## src/rtl/uint32_bus_pkg.sv

```systemverilog
// Shared constants and types for the MCS51 bus latch that feeds the hex display driver.
package uint32_bus_pkg;

  localparam logic [2:0] ADDR_B0   = 3'd0;
  localparam logic [2:0] ADDR_B1   = 3'd1;
  localparam logic [2:0] ADDR_B2   = 3'd2;
  localparam logic [2:0] ADDR_B3   = 3'd3;
  localparam logic [2:0] ADDR_CTRL = 3'd4;

  localparam int CTRL_OE     = 0;
  localparam int CTRL_COMMIT = 1;

  localparam int NUM_BYTES = 4;

  // Element 0 is bits [7:0] of the display word.
  typedef logic [NUM_BYTES-1:0][7:0] shadow_t;

endpackage

```

## src/rtl/bus_sync_edge.sv

```systemverilog
// Two-flop synchronizer for an asynchronous strobe, plus a third flop for rising-edge detect.
module bus_sync_edge #(
  parameter logic RESET_VAL = 1'b1
) (
  input  logic CLK,
  input  logic RST,
  input  logic async_sig,
  output logic synced,
  output logic rise
);

  logic meta_reg;
  logic sync_reg;
  logic prev_reg;

  always_ff @(posedge CLK) begin
    if (RST) begin
      meta_reg <= RESET_VAL;
      sync_reg <= RESET_VAL;
      prev_reg <= RESET_VAL;
    end else begin
      meta_reg <= async_sig;
      sync_reg <= meta_reg;
      prev_reg <= sync_reg;
    end
  end

  assign synced = sync_reg;
  assign rise   = sync_reg & ~prev_reg;

endmodule

```

## src/rtl/uint32_bus_latch.sv

```systemverilog
// Captures MCS51 byte writes into a shadow word and commits it atomically to the display.
// Optional inactivity blanking is compiled in with UINT32_BUS_LATCH_TIMEOUT_EN.
module uint32_bus_latch
  import uint32_bus_pkg::*;
#(
  parameter int unsigned SCAN_DIV = 1024,
  parameter logic [23:0] TIMEOUT  = 24'd12000000
) (
  input  logic        CLK,
  input  logic        RST,
  input  logic        bus_wr_n,
  input  logic        bus_cs,
  input  logic [2:0]  bus_addr,
  input  logic [7:0]  bus_data,
  output logic [31:0] data,
  output logic        oe,
  output logic        scan_clk,
  output logic        busy
);

  localparam logic [15:0] SCAN_TC = 16'(SCAN_DIV - 1);

  logic        wr_synced;
  logic        wr_rise;
  logic        cs_synced;
  logic        cs_rise_unused;
  logic        cs_prev_reg;
  logic [2:0]  addr_hold_reg;
  logic [7:0]  byte_hold_reg;
  logic        wr_event;
  logic [3:0]  byte_sel;
  logic        ctrl_sel;
  logic        commit;
  shadow_t     shadow_word;
  logic [31:0] commit_word;
  logic [31:0] data_reg;
  logic        ctrl_oe_reg;
  logic        oe_reg;
  logic        oe_next;
  logic        busy_reg;
  logic [15:0] presc_reg;
  logic        scan_clk_reg;

  bus_sync_edge #(.RESET_VAL(1'b1)) u_wr_sync (
    .CLK       (CLK),
    .RST       (RST),
    .async_sig (bus_wr_n),
    .synced    (wr_synced),
    .rise      (wr_rise)
  );

  bus_sync_edge #(.RESET_VAL(1'b1)) u_cs_sync (
    .CLK       (CLK),
    .RST       (RST),
    .async_sig (bus_cs),
    .synced    (cs_synced),
    .rise      (cs_rise_unused)
  );

  always_ff @(posedge CLK) begin
    if (RST) cs_prev_reg <= 1'b1;
    else     cs_prev_reg <= cs_synced;
  end

  // Address and data are stable for the whole strobe, so they are sampled directly.
  always_ff @(posedge CLK) begin
    if (!wr_synced && cs_synced) begin
      addr_hold_reg <= bus_addr;
      byte_hold_reg <= bus_data;
    end
  end

  assign wr_event = wr_rise & cs_prev_reg;

  always_comb begin
    byte_sel = '0;
    ctrl_sel = 1'b0;
    if (wr_event) begin
      case (addr_hold_reg)
        ADDR_B0:   byte_sel[0] = 1'b1;
        ADDR_B1:   byte_sel[1] = 1'b1;
        ADDR_B2:   byte_sel[2] = 1'b1;
        ADDR_B3:   byte_sel[3] = 1'b1;
        ADDR_CTRL: ctrl_sel    = 1'b1;
        default:   ;
      endcase
    end
  end

  genvar gi;
  generate
    for (gi = 0; gi < NUM_BYTES; gi++) begin : g_shadow
      logic [7:0] byte_reg;
      always_ff @(posedge CLK) begin
        if (RST)               byte_reg <= '0;
        else if (byte_sel[gi]) byte_reg <= byte_hold_reg;
      end
      assign shadow_word[gi] = byte_reg;
    end
  endgenerate

  // A byte-3 write commits the incoming byte alongside the already-held lower bytes.
  assign commit      = byte_sel[3] | (ctrl_sel & byte_hold_reg[CTRL_COMMIT]);
  assign commit_word = byte_sel[3] ? {byte_hold_reg, shadow_word[2:0]} : shadow_word;

  always_ff @(posedge CLK) begin
    if (RST) begin
      data_reg    <= '0;
      busy_reg    <= 1'b0;
      ctrl_oe_reg <= 1'b0;
      oe_reg      <= 1'b0;
    end else begin
      busy_reg <= commit;
      if (commit)   data_reg    <= commit_word;
      if (ctrl_sel) ctrl_oe_reg <= byte_hold_reg[CTRL_OE];
      oe_reg <= oe_next;
    end
  end

`ifdef UINT32_BUS_LATCH_TIMEOUT_EN
  logic [23:0] idle_cnt_reg;
  logic        timed_out;

  assign timed_out = (idle_cnt_reg == TIMEOUT);

  // Saturates at TIMEOUT so the display stays blank until the next commit.
  always_ff @(posedge CLK) begin
    if (RST)             idle_cnt_reg <= '0;
    else if (commit)     idle_cnt_reg <= '0;
    else if (!timed_out) idle_cnt_reg <= idle_cnt_reg + 24'd1;
  end

  assign oe_next = ctrl_oe_reg & ~timed_out;
`else
  logic unused_timeout;
  assign unused_timeout = ^TIMEOUT;
  assign oe_next = ctrl_oe_reg;
`endif

  always_ff @(posedge CLK) begin
    if (RST) begin
      presc_reg    <= '0;
      scan_clk_reg <= 1'b0;
    end else if (presc_reg == SCAN_TC) begin
      presc_reg    <= '0;
      scan_clk_reg <= ~scan_clk_reg;
    end else begin
      presc_reg <= presc_reg + 16'd1;
    end
  end

  assign data     = data_reg;
  assign oe       = oe_reg;
  assign busy     = busy_reg;
  assign scan_clk = scan_clk_reg;

endmodule

```

## config.mk

```make
export PLATFORM = sky130hd
export DESIGN_NAME = uint32_bus_latch
export DESIGN_NICKNAME = d
export VERILOG_FILES = /design/src/rtl/uint32_bus_pkg.sv /design/src/rtl/bus_sync_edge.sv /design/src/rtl/uint32_bus_latch.sv
export SDC_FILE = /design/constraint.sdc
export NUM_CORES = 1
export LEC_CHECK = 0
export ABC_AREA = 1
export CAP_MARGIN = 30
export CORE_ASPECT_RATIO = 1.5
export CORE_MARGIN = 10
export CORE_UTILIZATION = 40
export DETAILED_ROUTE_END_ITERATION = 7
export SLEW_MARGIN = 20
export SYNTH_ARGS = -nofsm -noshare
export SYNTH_HDL_FRONTEND = slang
export SYNTH_SLANG_ARGS = --single-unit
```

## constraint.sdc

```tcl
create_clock -name CLK -period 4.1 [get_ports CLK]
set_clock_uncertainty 0.2 [all_clocks]
set_input_delay 0.41 -clock CLK [delete_from_list [all_inputs] [get_ports CLK]]
set_output_delay 0.41 -clock CLK [all_outputs]
set_load 0.01 [all_outputs]
```

==> results of run 1 <==
==> kinds of logic (layout without fill, tap and decap cells) <==
family          count (synthesis)  count (layout)
flops                         101             101
simple gates                  248             248
xor+xnor                        8               8
compound gates                 72              72
fa+ha+maj                       1               1
buf+inv                       104             149
==> critical path: stages, from the launching register on <==
cell and delay (ns):
dfxtp_1 0.34, nand2_1 0.07, nor2_2 0.44, nand2_2 0.40, buf_4 0.40, a21oi_1 0.23, nor2_1 0.07
==> layout make-up <==
| type | instances | share of cell area, % |
|---|---|---|
| Multi-Input combinational cell | 329 | 30.7 |
| Tap cell | 117 | 2.98 |
| Clock inverter | 5 | 1.55 |
| Inverter | 80 | 6.11 |
| Clock buffer | 11 | 4.74 |
| Sequential cell | 101 | 43.4 |
| Timing Repair Buffer | 53 | 10.6 |
==> final timing paths <==
check	startpoint	to	slack, ns	cells past startpoint
worst max-delay path	u_wr_sync.synced$_SDFF_PP1_	data[22]$_SDFFE_PP0P_	1.82	6
worst min-delay path	u_wr_sync.meta_reg$_SDFF_PP1_	u_wr_sync.synced$_SDFF_PP1_	0.21	1
worst max register to register	u_wr_sync.synced$_SDFF_PP1_	data[22]$_SDFFE_PP0P_	1.82	6
worst min register to register	u_wr_sync.meta_reg$_SDFF_PP1_	u_wr_sync.synced$_SDFF_PP1_	0.21	1
==> synthesized netlist by cell type <==
cell and number:
inv_1 80, nand2_1 90, buf_6 2, nor2_2 1, nand4_1 3, nand2_2 1
nand3_2 1, buf_1 1, nor3_1 2, nand3b_1 8, dfxtp_1 90, or2_2 5
edfxtp_1 11, xor2_1 5, nor2_4 1, nand3_1 43, buf_2 8, o21bai_1 1
o21ai_0 24, buf_4 2, clkbuf_1 11, ha_1 1, a21oi_1 47, xnor2_1 3
nor2_1 93
==> power by group through the flow <==
stage                     logic, uW  clock network [uW]  registers, uW
final                          61.3                 878           1020
after global placement         61.0                   0           1040
after CTS                      62.4                 901           1020
after detailed placement       62.2                   0           1040
after global routing           69.9                 945           1020
after floorplan                34.7                   0           1040
==> through the flow <==
| stage | setup WS [ns] | area, sq um | total power [uW] |
|---|---|---|---|
| CTS | 1.79 | 4910 | 1980 |
| floorplan | 2.49 | 4060 | 1070 |
| finish | 1.82 | 4910 | 1960 |
| detailed placement | 1.70 | 4610 | 1100 |
| global route | 1.57 | 4910 | 2040 |
| global placement | 1.72 | 4610 | 1100 |
==> metal layers <==
| metal | track usage [%] | share of wire (%) | vias to the layer above |
|---|---|---|---|
| met5 | 0 | 0 | - |
| met4 | 6.11 | 2.3 | 0 |
| met3 | 2.79 | 4.0 | 14 |
| met2 | 20.8 | 50 | 44 |
| met1 | 14.0 | 44 | 1476 |
| li1 | - | - | 1741 |
==> metrics.md, run 1 <==
| Metric | Value |
|---|---|
| CORE AREA | `10000 sq um` |
| CTS tree | `yes` |
| Synth Warn # | `0` |
| #FFs+latches synth | `101` |
| Share of the synthesized area in the top cell type | `44.4%` |
| Commonest non-fill, non-tap cell in the layout | `nor2_1` |
| Area contributors post-synth | `dfxtp_1 44%, nor2_1 8.6%, nand2_1 8.3%, edfxtp_1 8.1%, inv_1 7.4%` |
| Syn nets | `550` |
| Adder-Cell Fraction of Synth Area | `0.308%` |
| FF/Latch Area | `2130 sq um` |
| Clk slew on worst S/H paths | `0.06 ns` |
| Compound-cell area share of the yosys netlist | `8.95%` |
| Gate power share | `3.1%` |
| H-tree Lvls | `3` |
| Power per cell area | `399 nW/um^2` |
| Number of port buffers | `49` |
| Pint | `1570 uW` |
| Worst hold path type | `flop to flop` |
| Antenna Nets Post-Route | `0` |
| Crit path max fanout | `45` |
| Maximum number of pins on one net before global-route repair | `59` |
| Total gr overflow | `0` |
| Max IR drop VDD | `0.000220 V` |
| Synth Area in Simple Gates | `26.0%` |
| Vias per cell | `4.71` |
| # IOs | `50` |
| Type of origin of the critical path | `flop` |
| Final hold vios | `0` |
| Routed wire length | `8420 microns` |
| Drt wl/cell | `12.1 microns` |
| Starting density of the core | `40.5%` |
| DRC | `0` |
| Initial DRC Count | `216` |
| Max cap viols | `0` |
| Max Transition Viols Final | `0` |
| Switching part of the total | `19.8%` |
| Sequential-to-total area share from yosys stat | `52.6%` |
| Most frequent cells in the layout | `93 x nor2_1, 90 x nand2_1, 90 x dfxtp_1` |
| CTS Buf Count | `9` |
| Final core occ | `49.0%` |
| Postcts setup bufs | `0` |
| RePlAce Congestion | `0.779` |
| Sw power | `387 uW` |
| Final setup fails | `0` |
| Status | `finished, final reports clean` |
| Post-Route Setup TNS | `0 ns` |
| Clk_lat worst skew | `0.34 ns` |
| Clock share of power | `44.8%` |
| CTS root buffer | `clkbuf_16` |
| Initial antenna violation count | `0` |
| DP Wirelength | `5960 microns` |
| Cell Area, Synth | `4060 sq um` |
| Max_slew headroom | `42.7%` |
| F_max | `439 MHz` |
| Syn avg cell area | `7.60 sq um` |
| Resized Gates After CTS | `0` |
| Share of cells above drive strength 1 | `4.66%` |
| Vias in the first global route | `3119` |
| WS Path Type | `flop to flop` |
| Hold buffer count at CTS | `0` |
| Footprint of the multi-input gates | `1510 sq um` |
| Die span in x | `102 microns` |
| # clock sinks | `101` |
| Count of different cell masters after synthesis | `25` |
| CP Data Arrival Time | `2.31 ns` |
| Full die area | `14700 sq um` |
| Sequential Power Share | `52.1%` |
| Fill cells | `1001` |
| Chip Height | `143 microns` |
| Num rows | `45` |
| Total track usage | `12.3%` |
| Nets | `590` |
| Clk buf depth | `2` |
| # diodes | `0` |
| Global-route wire length before repair | `14500 microns` |
| Period utilisation layout | `55.6%` |
| P_leak | `0.00209 uW` |
| Post-synthesis mux area share | `0%` |
| Minimum clock period | `2.28 ns` |
| Yosys top cell by area | `dfxtp_1` |
| Hold_ws | `0.210 ns` |
| WP data required | `4.13 ns` |
| Area growth syn-to-layout | `21.2%` |
| First-pass DRT Iterations | `4` |
| Largest family of logic cells by synthesized area | `simple AND/OR/NAND/NOR gates` |
| RSZ-0062 raised after global routing | `false` |
| Placed insts | `680` |
| CP endpoint kind | `flop` |
| Post-Layout Cell Count | `696` |
| Post-Synth XOR/XNOR Area | `1.73%` |
| Mapped Cells | `534` |
| Slew @ Worst Pin | `0.856 ns` |
| Vias | `3275` |
No activity file was read; power rests on OpenSTA's default activity.
==> run 2: changes to the inputs <==
Clock period 4.1 ns to 2.2 ns, I/O delays scaled along.
==> metrics.md, run 2 (same netlist as run 1, synthesis figures left out) <==
| Metric | Value |
|---|---|
| CTS root buffer | `clkbuf_16` |
| Postcts setup bufs | `0 (unchanged)` |
| RePlAce Congestion | `0.815 (+4.5%)` |
| Worst hold path type | `flop to flop` |
| Total gr overflow | `0 (unchanged)` |
| Hold buffer count at CTS | `0 (unchanged)` |
| Design Power | `3600 uW (+84%)` |
| Global-route wire length before repair | `15000 microns (+3.5%)` |
| Minimum clock period | `1.83 ns (-0.455 ns)` |
| Type of origin of the critical path | `flop` |
| Worst r2r src | `addr_hold_reg[0]$_DFFE_PP_` |
| # IOs | `50 (unchanged)` |
| Final core occ | `49.7% (+0.61 points)` |
| # diodes | `0 (unchanged)` |
| Worst setup path start | `addr_hold_reg[0]$_DFFE_PP_` |
| CTS tree | `yes` |
| Drt wl/cell | `12.6 microns (+4.3%)` |
| Number of port buffers | `49 (unchanged)` |
| Most frequent cells in the layout | `93 x nor2_1, 90 x nand2_1, 90 x dfxtp_1` |
| Initial antenna violation count | `0 (unchanged)` |
| Total track usage | `12.9% (+0.59 points)` |
| Nets | `596 (+1.0%)` |
| Slew @ Worst Pin | `0.475 ns (-0.381 ns)` |
| Antenna Nets Post-Route | `0 (unchanged)` |
| Starting density of the core | `40.5% (unchanged)` |
| WS Path Type | `flop to flop` |
| Period utilisation layout | `83.0% (+27 points)` |
| Max Transition Viols Final | `0 (unchanged)` |
| CTS Buf Count | `9 (unchanged)` |
| First-pass DRT Iterations | `4 (unchanged)` |
| Fill cells | `1010 (+0.90%)` |
| RSZ-0062 raised after global routing | `false` |
| Power per cell area | `724 nW/um^2 (+82%)` |
| Clk slew on worst S/H paths | `0.07 ns (about the same)` |
| P_leak | `0.00212 uW (+1.7%)` |
| Vias in the first global route | `3148 (+0.93%)` |
| DP Wirelength | `6310 microns (+5.9%)` |
| Resized Gates After CTS | `0 (unchanged)` |
| Maximum number of pins on one net before global-route repair | `49 (-17%)` |
| Status | `finished, final reports clean` |
| # clock sinks | `101 (unchanged)` |
| Design area | `4980 sq um (+1.2%)` |
| F_max | `548 MHz (+25%)` |
| Min-delay src | `u_cs_sync.meta_reg$_SDFF_PP1_` |
| Clk_lat worst skew | `0.35 ns (about the same)` |
| Die span in x | `102 microns (unchanged)` |
| Crit path max fanout | `48 (+6.7%)` |
| H-tree Lvls | `3 (unchanged)` |
| Vias | `3343 (+2.1%)` |
| Clk buf depth | `2 (unchanged)` |
| Worst Setup Slack, final | `0.375 ns (-1.45 ns)` |
| Full die area | `14700 sq um (unchanged)` |
| Max cap viols | `0 (unchanged)` |
| Share of cells above drive strength 1 | `5.98% (+1.3 points)` |
| Commonest non-fill, non-tap cell in the layout | `nor2_1` |
| Final hold vios | `0 (unchanged)` |
| Area growth syn-to-layout | `22.7%` |
| Worst slack at placement | `0.386 ns (-1.31 ns)` |
| Post-Route Setup TNS | `0 ns (unchanged)` |
| Max_slew headroom | `68.2% (+25 points)` |
| Cell Area, Placed | `4680 sq um (+1.5%)` |
| Max IR drop VDD | `0.000397 V (+80%)` |
| Routed wire length | `8860 microns (+5.2%)` |
| Initial DRC Count | `152 (-30%)` |
| CP endpoint kind | `flop` |
| CP Data Arrival Time | `1.86 ns (-0.45 ns)` |
| CORE AREA | `10000 sq um (unchanged)` |
| Final setup fails | `0 (unchanged)` |
| Num rows | `45 (unchanged)` |
| Vias per cell | `4.76 (+1.2%)` |
| DRC | `0 (unchanged)` |
| WP data required | `2.24 ns (-1.89 ns)` |
| Chip Height | `143 microns (unchanged)` |
## run 2: path summary, 6_finish.rpt
| path | slack, ns | cells after the start | end |
|---|---|---|---|
| min reg2reg | 0.21 | 1 | u_cs_sync.synced$_SDFF_PP1_ |
| min | 0.21 | 1 | u_cs_sync.synced$_SDFF_PP1_ |
| max | 0.37 | 7 | data[14]$_SDFFE_PP0P_ |
| max reg2reg | 0.37 | 7 | data[14]$_SDFFE_PP0P_ |
## run 2: routing by layer
metal  share of wire [%]  vias up  global-route usage, %
met5                   0        -                      0
met4                 2.6        0                   6.11
met2                  50       49                   21.4
met3                 3.7       20                   2.74
li1                    -     1754                      -
met1                  44     1520                   15.3
## run 2: cell type report
type	count	area (sq um)	share of cell area [%]
Tap cell	117	146	2.94
Sequential cell	101	2130	42.8
Timing Repair Buffer	59	591	11.9
Inverter	80	300	6.03
Clock buffer	9	225	4.53
Clock inverter	7	75.1	1.51
Multi-Input combinational cell	329	1510	30.3
## run 2: power by group
| group | internal [uW] | switching (uW) | leakage, uW |
|---|---|---|---|
| Combinational | 58.4 | 64.5 | 0.00116 |
| Sequential | 1880 | 16.5 | 0.000828 |
| Clock | 885 | 696 | 0.000140 |
| Total | 2830 | 777 | 0.00212 |
## run 2: stage by stage
step,cells,hold WS (ns)
final,702,0.211
after global routing,702,0.215
after CTS,702,0.212
after detailed placement,686,0.195
after global placement,686,0.196
after floorplan,534,0.0891
## run 2: worst max-delay path: stages, from the launching register on
cell and delay (ns):
edfxtp_1 0.41, inv_1 0.09, nand2_1 0.05, nor2_1 0.16, nand3_2 0.26, buf_12 0.28, a21oi_1 0.18, nor2_1 0.07
==> run 3: changes to the inputs <==
Clock period 2.2 ns to 1.7 ns, I/O delays scaled along.
==> metrics.md, run 3 (same netlist as run 1, synthesis figures left out) <==
| Metric | Value |
|---|---|
| Area growth syn-to-layout | `29.1%` |
| Clk slew on worst S/H paths | `0.07 ns (about the same)` |
| Global-route wire length before repair | `14800 microns (-1.3%)` |
| Worst reg2reg path depth | `7 (unchanged)` |
| RePlAce Congestion | `0.870 (+6.8%)` |
| Type of origin of the critical path | `flop` |
| First-pass DRT Iterations | `4 (unchanged)` |
| Number of port buffers | `49 (unchanged)` |
| P_leak | `0.00225 uW (+6.1%)` |
| CTS root buffer | `clkbuf_16` |
| Worst Setup Slack, final | `0.0350 ns (-0.340 ns)` |
| Vias | `3438 (+2.8%)` |
| CP Data Arrival Time | `1.70 ns (-0.16 ns)` |
| DRC | `0 (unchanged)` |
| Hold_ws | `0.179 ns (-0.0319 ns)` |
| Crit path max fanout | `14 (-71%)` |
| DP Wirelength | `6610 microns (+4.7%)` |
| Max Transition Viols Final | `0 (unchanged)` |
| # diodes | `0 (unchanged)` |
| Routed wire length | `9790 microns (+10%)` |
| Total track usage | `12.9% (+0.014 points)` |
| Slew @ Worst Pin | `0.358 ns (-0.117 ns)` |
| CORE AREA | `10000 sq um (unchanged)` |
| Chip Height | `143 microns (unchanged)` |
| Minimum clock period | `1.66 ns (-0.160 ns)` |
| Starting density of the core | `40.5% (unchanged)` |
| Max cap viols | `0 (unchanged)` |
| Drt wl/cell | `13.7 microns (+8.1%)` |
| CTS Buf Count | `9 (unchanged)` |
| Final setup fails | `0 (unchanged)` |
| Status | `finished, final reports clean` |
| Commonest non-fill, non-tap cell in the layout | `nor2_1` |
| Most frequent cells in the layout | `90 x nor2_1, 89 x dfxtp_1, 87 x nand2_1` |
| WP data required | `1.73 ns (-0.51 ns)` |
| Fill cells | `984 (-2.6%)` |
| Clk buf depth | `2 (unchanged)` |
| H-tree Lvls | `3 (unchanged)` |
| Initial DRC Count | `164 (+7.9%)` |
| Initial antenna violation count | `0 (unchanged)` |
| Reg-to-reg endpoint | `data[14]$_SDFFE_PP0P_` |
| CTS tree | `yes` |
| Hold EP | `byte_hold_reg[7]$_DFFE_PP_` |
| Worst Hold Depth | `1 (unchanged)` |
| Full die area | `14700 sq um (unchanged)` |
| Power per cell area | `883 nW/um^2 (+22%)` |
| # clock sinks | `101 (unchanged)` |
| Final hold vios | `0 (unchanged)` |
| Worst r2r src | `addr_hold_reg[0]$_DFFE_PP_` |
| CP endpoint kind | `flop` |
| Min-delay src | `bus_data[7]` |
| Max_slew headroom | `76.1% (+7.9 points)` |
| Final core occ | `52.2% (+2.6 points)` |
| F_max | `601 MHz (+9.6%)` |
| Maximum number of pins on one net before global-route repair | `58 (+18%)` |
| Post-Route Setup TNS | `0 ns (unchanged)` |
| WS Path Type | `flop to flop` |
| Nets | `611 (+2.5%)` |
| Worst hold path type | `primary input to flop` |
| Flop-to-flop setup slack | `0.04 ns (-0.34 ns)` |
| Num rows | `45 (unchanged)` |
| Max IR drop VDD | `0.000632 V (+59%)` |
| Antenna Nets Post-Route | `0 (unchanged)` |
| Share of cells above drive strength 1 | `10.5% (+4.5 points)` |
| Total gr overflow | `0 (unchanged)` |
| Worst slack at placement | `0.0692 ns (-0.317 ns)` |
| Vias in the first global route | `3082 (-2.1%)` |
| # IOs | `50 (unchanged)` |
| Period utilisation layout | `97.9% (+15 points)` |
| Die span in x | `102 microns (unchanged)` |
| Vias per cell | `4.79 (+0.69%)` |
| Clk_lat worst skew | `0.34 ns (about the same)` |
-- run 3: layout make-up --
class | count | area, sq um | share of cell area, %
clock buffers | 10 | 250 | 4.78
clock inverters | 6 | 42.5 | 0.813
inverters | 80 | 300 | 5.74
multi-input cells | 329 | 1560 | 29.8
flip-flops and latches | 101 | 2130 | 40.8
well taps | 117 | 146 | 2.80
repair buffers | 74 | 801 | 15.3
-- run 3: worst max-delay path, stage by stage (launching register included) --
cell and delay (ns):
edfxtp_1 0.42, inv_2 0.09, nand2_2 0.06, nor2_4 0.14, nand3_4 0.18, clkbuf_16 0.24, a21oi_1 0.15, nor2_1 0.07
-- run 3: worst max-delay path by stage --
stage	slack, ns	depth (start not counted)	startpoint	to
3_5_place_dp	0.07	7	presc_reg[0]$_SDFF_PP0_	scan_clk$_SDFFE_PP0N_
4_1_cts	0.02	1	data[28]$_SDFFE_PP0P_	data[28]
5_1_grt	-0.09	7	addr_hold_reg[0]$_DFFE_PP_	data[14]$_SDFFE_PP0P_
2_1_floorplan	0.09	7	presc_reg[0]$_SDFF_PP0_	presc_reg[10]$_SDFF_PP0_
6_report	0.04	7	addr_hold_reg[0]$_DFFE_PP_	data[14]$_SDFFE_PP0P_
3_3_place_gp	0.11	5	RST	g_shadow[1].byte_reg[3]$_SDFFE_PP0P_
-- run 3: metrics by stage --
step	std cells	total power (uW)	instance area [sq um]
after floorplan	534	2590	4060
after global placement	694	2680	4770
after detailed placement	694	2690	4770
after CTS	710	4680	5070
after global routing	717	4800	5240
final	717	4620	5240
-- run 3: per-layer routing --
metal	wire, microns	track usage [%]
met1	3990	14.3
met5	0	0
met3	369	2.50
met2	5270	23.0
met4	151	5.59
-- run 3: power breakdown --
| part | switching (uW) | total, uW | leakage [uW] | internal, uW |
|---|---|---|---|---|
| logic | 89.2 | 178 | 0.00128 | 88.6 |
| clock network | 894 | 1980 | 0.000142 | 1090 |
| registers | 23.3 | 2460 | 0.000828 | 2440 |
-- run 3: timing repair --
item | CTS | global route
setup buffers | 0 | 2
endpoints found under the hold margin | 0 | 0
endpoints found under the setup margin | 0 | 53
hold buffers | 0 | 0
gates resized for setup | 0 | 17
==> RTL edit (config.mk and constraints of run 3) <==
`RESET_VAL` is set to 1'b1 in 3 places; all go to 1'b0.
--- a/src/rtl/bus_sync_edge.sv
+++ b/src/rtl/bus_sync_edge.sv
@@ -1,5 +1,5 @@
 // Two-flop synchronizer for an asynchronous strobe, plus a third flop for rising-edge detect.
 module bus_sync_edge #(
-  parameter logic RESET_VAL = 1'b1
+  parameter logic RESET_VAL = 1'b0
 ) (
   input  logic CLK,
--- a/src/rtl/uint32_bus_latch.sv
+++ b/src/rtl/uint32_bus_latch.sv
@@ -42,5 +42,5 @@
   logic        scan_clk_reg;
 
-  bus_sync_edge #(.RESET_VAL(1'b1)) u_wr_sync (
+  bus_sync_edge #(.RESET_VAL(1'b0)) u_wr_sync (
     .CLK       (CLK),
     .RST       (RST),
@@ -50,5 +50,5 @@
   );
 
-  bus_sync_edge #(.RESET_VAL(1'b1)) u_cs_sync (
+  bus_sync_edge #(.RESET_VAL(1'b0)) u_cs_sync (
     .CLK       (CLK),
     .RST       (RST),
Check against the original RTL: no difference found for any inputs over 10 cycles, from zero or initial values and one cycle with RST high; that may be too few to reach the edited logic, so the function may still have changed.
==> RTL edit against run 3 <==
  * Sequential cell count unchanged
  * Cell area decreased by 1.6%
  * Core utilization decreased by 0.82 points
  * Area after synthesis increased by 0.31%
  * Sequential power about the same
  * Routed wire length decreased by 8.1%
  * Worst setup slack improved by 0.036 ns
  * Total power increased by 3.0%
  * Critical endpoint is now data[1]
  * Highest routed layer unchanged
==> RTL edit: results (changes against run 3) <==
outcome:
  status: "complete, no violations"
placement:
  port-buffer-count: 49  # unchanged
  hpwl_mm: 6.31  # -4.5%
  placed_area_um2: 4770  # about the same
  place.gp.congestion: 0.794  # -8.8%
clock_tree:
  path_clk_slew_ns: 0.07  # about the same
  ctsHtreeMaxLevel: 3  # unchanged
  clockBufferDepth: 2  # unchanged
  insertion_delay_ns: 0.34  # about the same
  cts_buffers: 9  # unchanged
  cts_root_buf: "clkbuf_16"
routing:
  routed_wl_mm: 9.00  # -8.1%
  via_per_inst: 4.72  # -1.5%
  dr.pass1.iters: 4  # unchanged
  drt_iter0_drc: 185  # +13%
yosys:
  synth.area.top_cells: "dfxtp_1 (44%), nor2_1 (9.0%), nand2_1 (8.3%)"
  syn_nets: 556  # +1.1%
  netlist-cell-type-count: 24  # -4.0%
  synth_edf_count: 11  # unchanged
  async_flop_share_pct: 0  # unchanged
  synth.cells.most_frequent: "nor2_1 (98), dfxtp_1 (90), nand2_1 (90), inv_1 (85), a21oi_1 (47)"
  ys_seq_area_share_pct: 52.4  # -0.16 points
  ys_warn_count: 0  # unchanged
power_and_ir_drop:
  vdd.ir_drop.worst_mv: 0.531  # -16%
  p_leak_nw: 2.23  # -0.85%
  switching_share_pct: 20.4  # -1.3 points
final_layout:
  fin_nets: 613  # +0.33%
  diodes: 0  # unchanged
  drive_gt1_share_pct: 7.97  # -2.5 points
global_route:
  antenna_found_initial: 0  # unchanged
  track_usage_pct: 12.3  # -0.52 points
  grt_max_degree: 39  # -33%
  first_global_vias: 3217  # +4.4%
  grt_pass1_wl_mm: 14.5  # -2.0%
worst_setup_path:
  crit_fanout: 20  # +6
  arrival_ns: 1.67  # -0.03 ns
hold_path:
  hold_path.class: "input pin to flop"
timing:
  tightestPinTransition_ns: 0.301  # -0.0564 ns
## RTL edit: cells by family (layout without fill, tap and decap cells)
family          Yosys count  in the layout  synth area share (%)
flops                   101            101                  52.4
fa+ha+maj                 1              1                 0.307
simple gates            248            248                  25.6
buf+inv                 110            172                  11.0
compound gates           72             72                  8.92
xor+xnor                  8              8                  1.72
## RTL edit: final timing paths
| path | from | endpoint | slack [ns] | cells past startpoint |
|---|---|---|---|---|
| hold / removal | bus_cs | u_cs_sync.meta_reg | 0.14 | 3 |
| hold reg to reg | u_cs_sync.meta_reg | u_cs_sync.synced | 0.21 | 2 |
| setup reg to reg | addr_hold_reg[0] | data[1] | 0.07 | 7 |
| setup / recovery | addr_hold_reg[0] | data[1] | 0.07 | 7 |
## RTL edit: critical path, stage by stage, from the launching register on
cell and delay (ns):
edfxtp_1 0.42, inv_1 0.09, nand2_1 0.07, nor2_2 0.14, nand3_2 0.17, buf_6 0.22, a21oi_1 0.15, nor2_1 0.07
## RTL edit: what timing repair did
| action | in CTS | in global routing |
|---|---|---|
| resized for setup | 0 | 10 |
| setup buffers | 0 | 1 |
| setup endpoints to repair | 0 | 56 |
## RTL edit: power groups by stage
stage | registers [mW] | clock network [mW] | logic, mW
after floorplan | 2.51 | 0 | 0.0924
after global placement | 2.52 | 0 | 0.180
after detailed placement | 2.52 | 0 | 0.183
after CTS | 2.46 | 2.16 | 0.183
after global routing | 2.47 | 2.26 | 0.206
final | 2.46 | 2.11 | 0.185
## RTL edit: final cells by class
class	instances	area (um^2)
timing repair buffer	71	718
clock buffer	13	270
inverter	85	319
clock inverter	3	42.5
tap	117	146
multi-input combinational	329	1520
fill	980	4870
sequential	101	2130
## RTL edit: through the flow
| step | cells | setup WS (ns) |
|---|---|---|
| after floorplan | 540 | 0.0860 |
| after global placement | 701 | 0.0319 |
| after detailed placement | 701 | 0.0139 |
| after CTS | 717 | 0.0476 |
| after global routing | 719 | -0.0270 |
| final | 719 | 0.0706 |
## RTL edit: metal layers
layer | track usage [%] | share of wire, %
met5 | 0 | 0
met4 | 6.26 | 3.2
met3 | 3.08 | 3.4
met2 | 21.9 | 51
met1 | 13.1 | 42
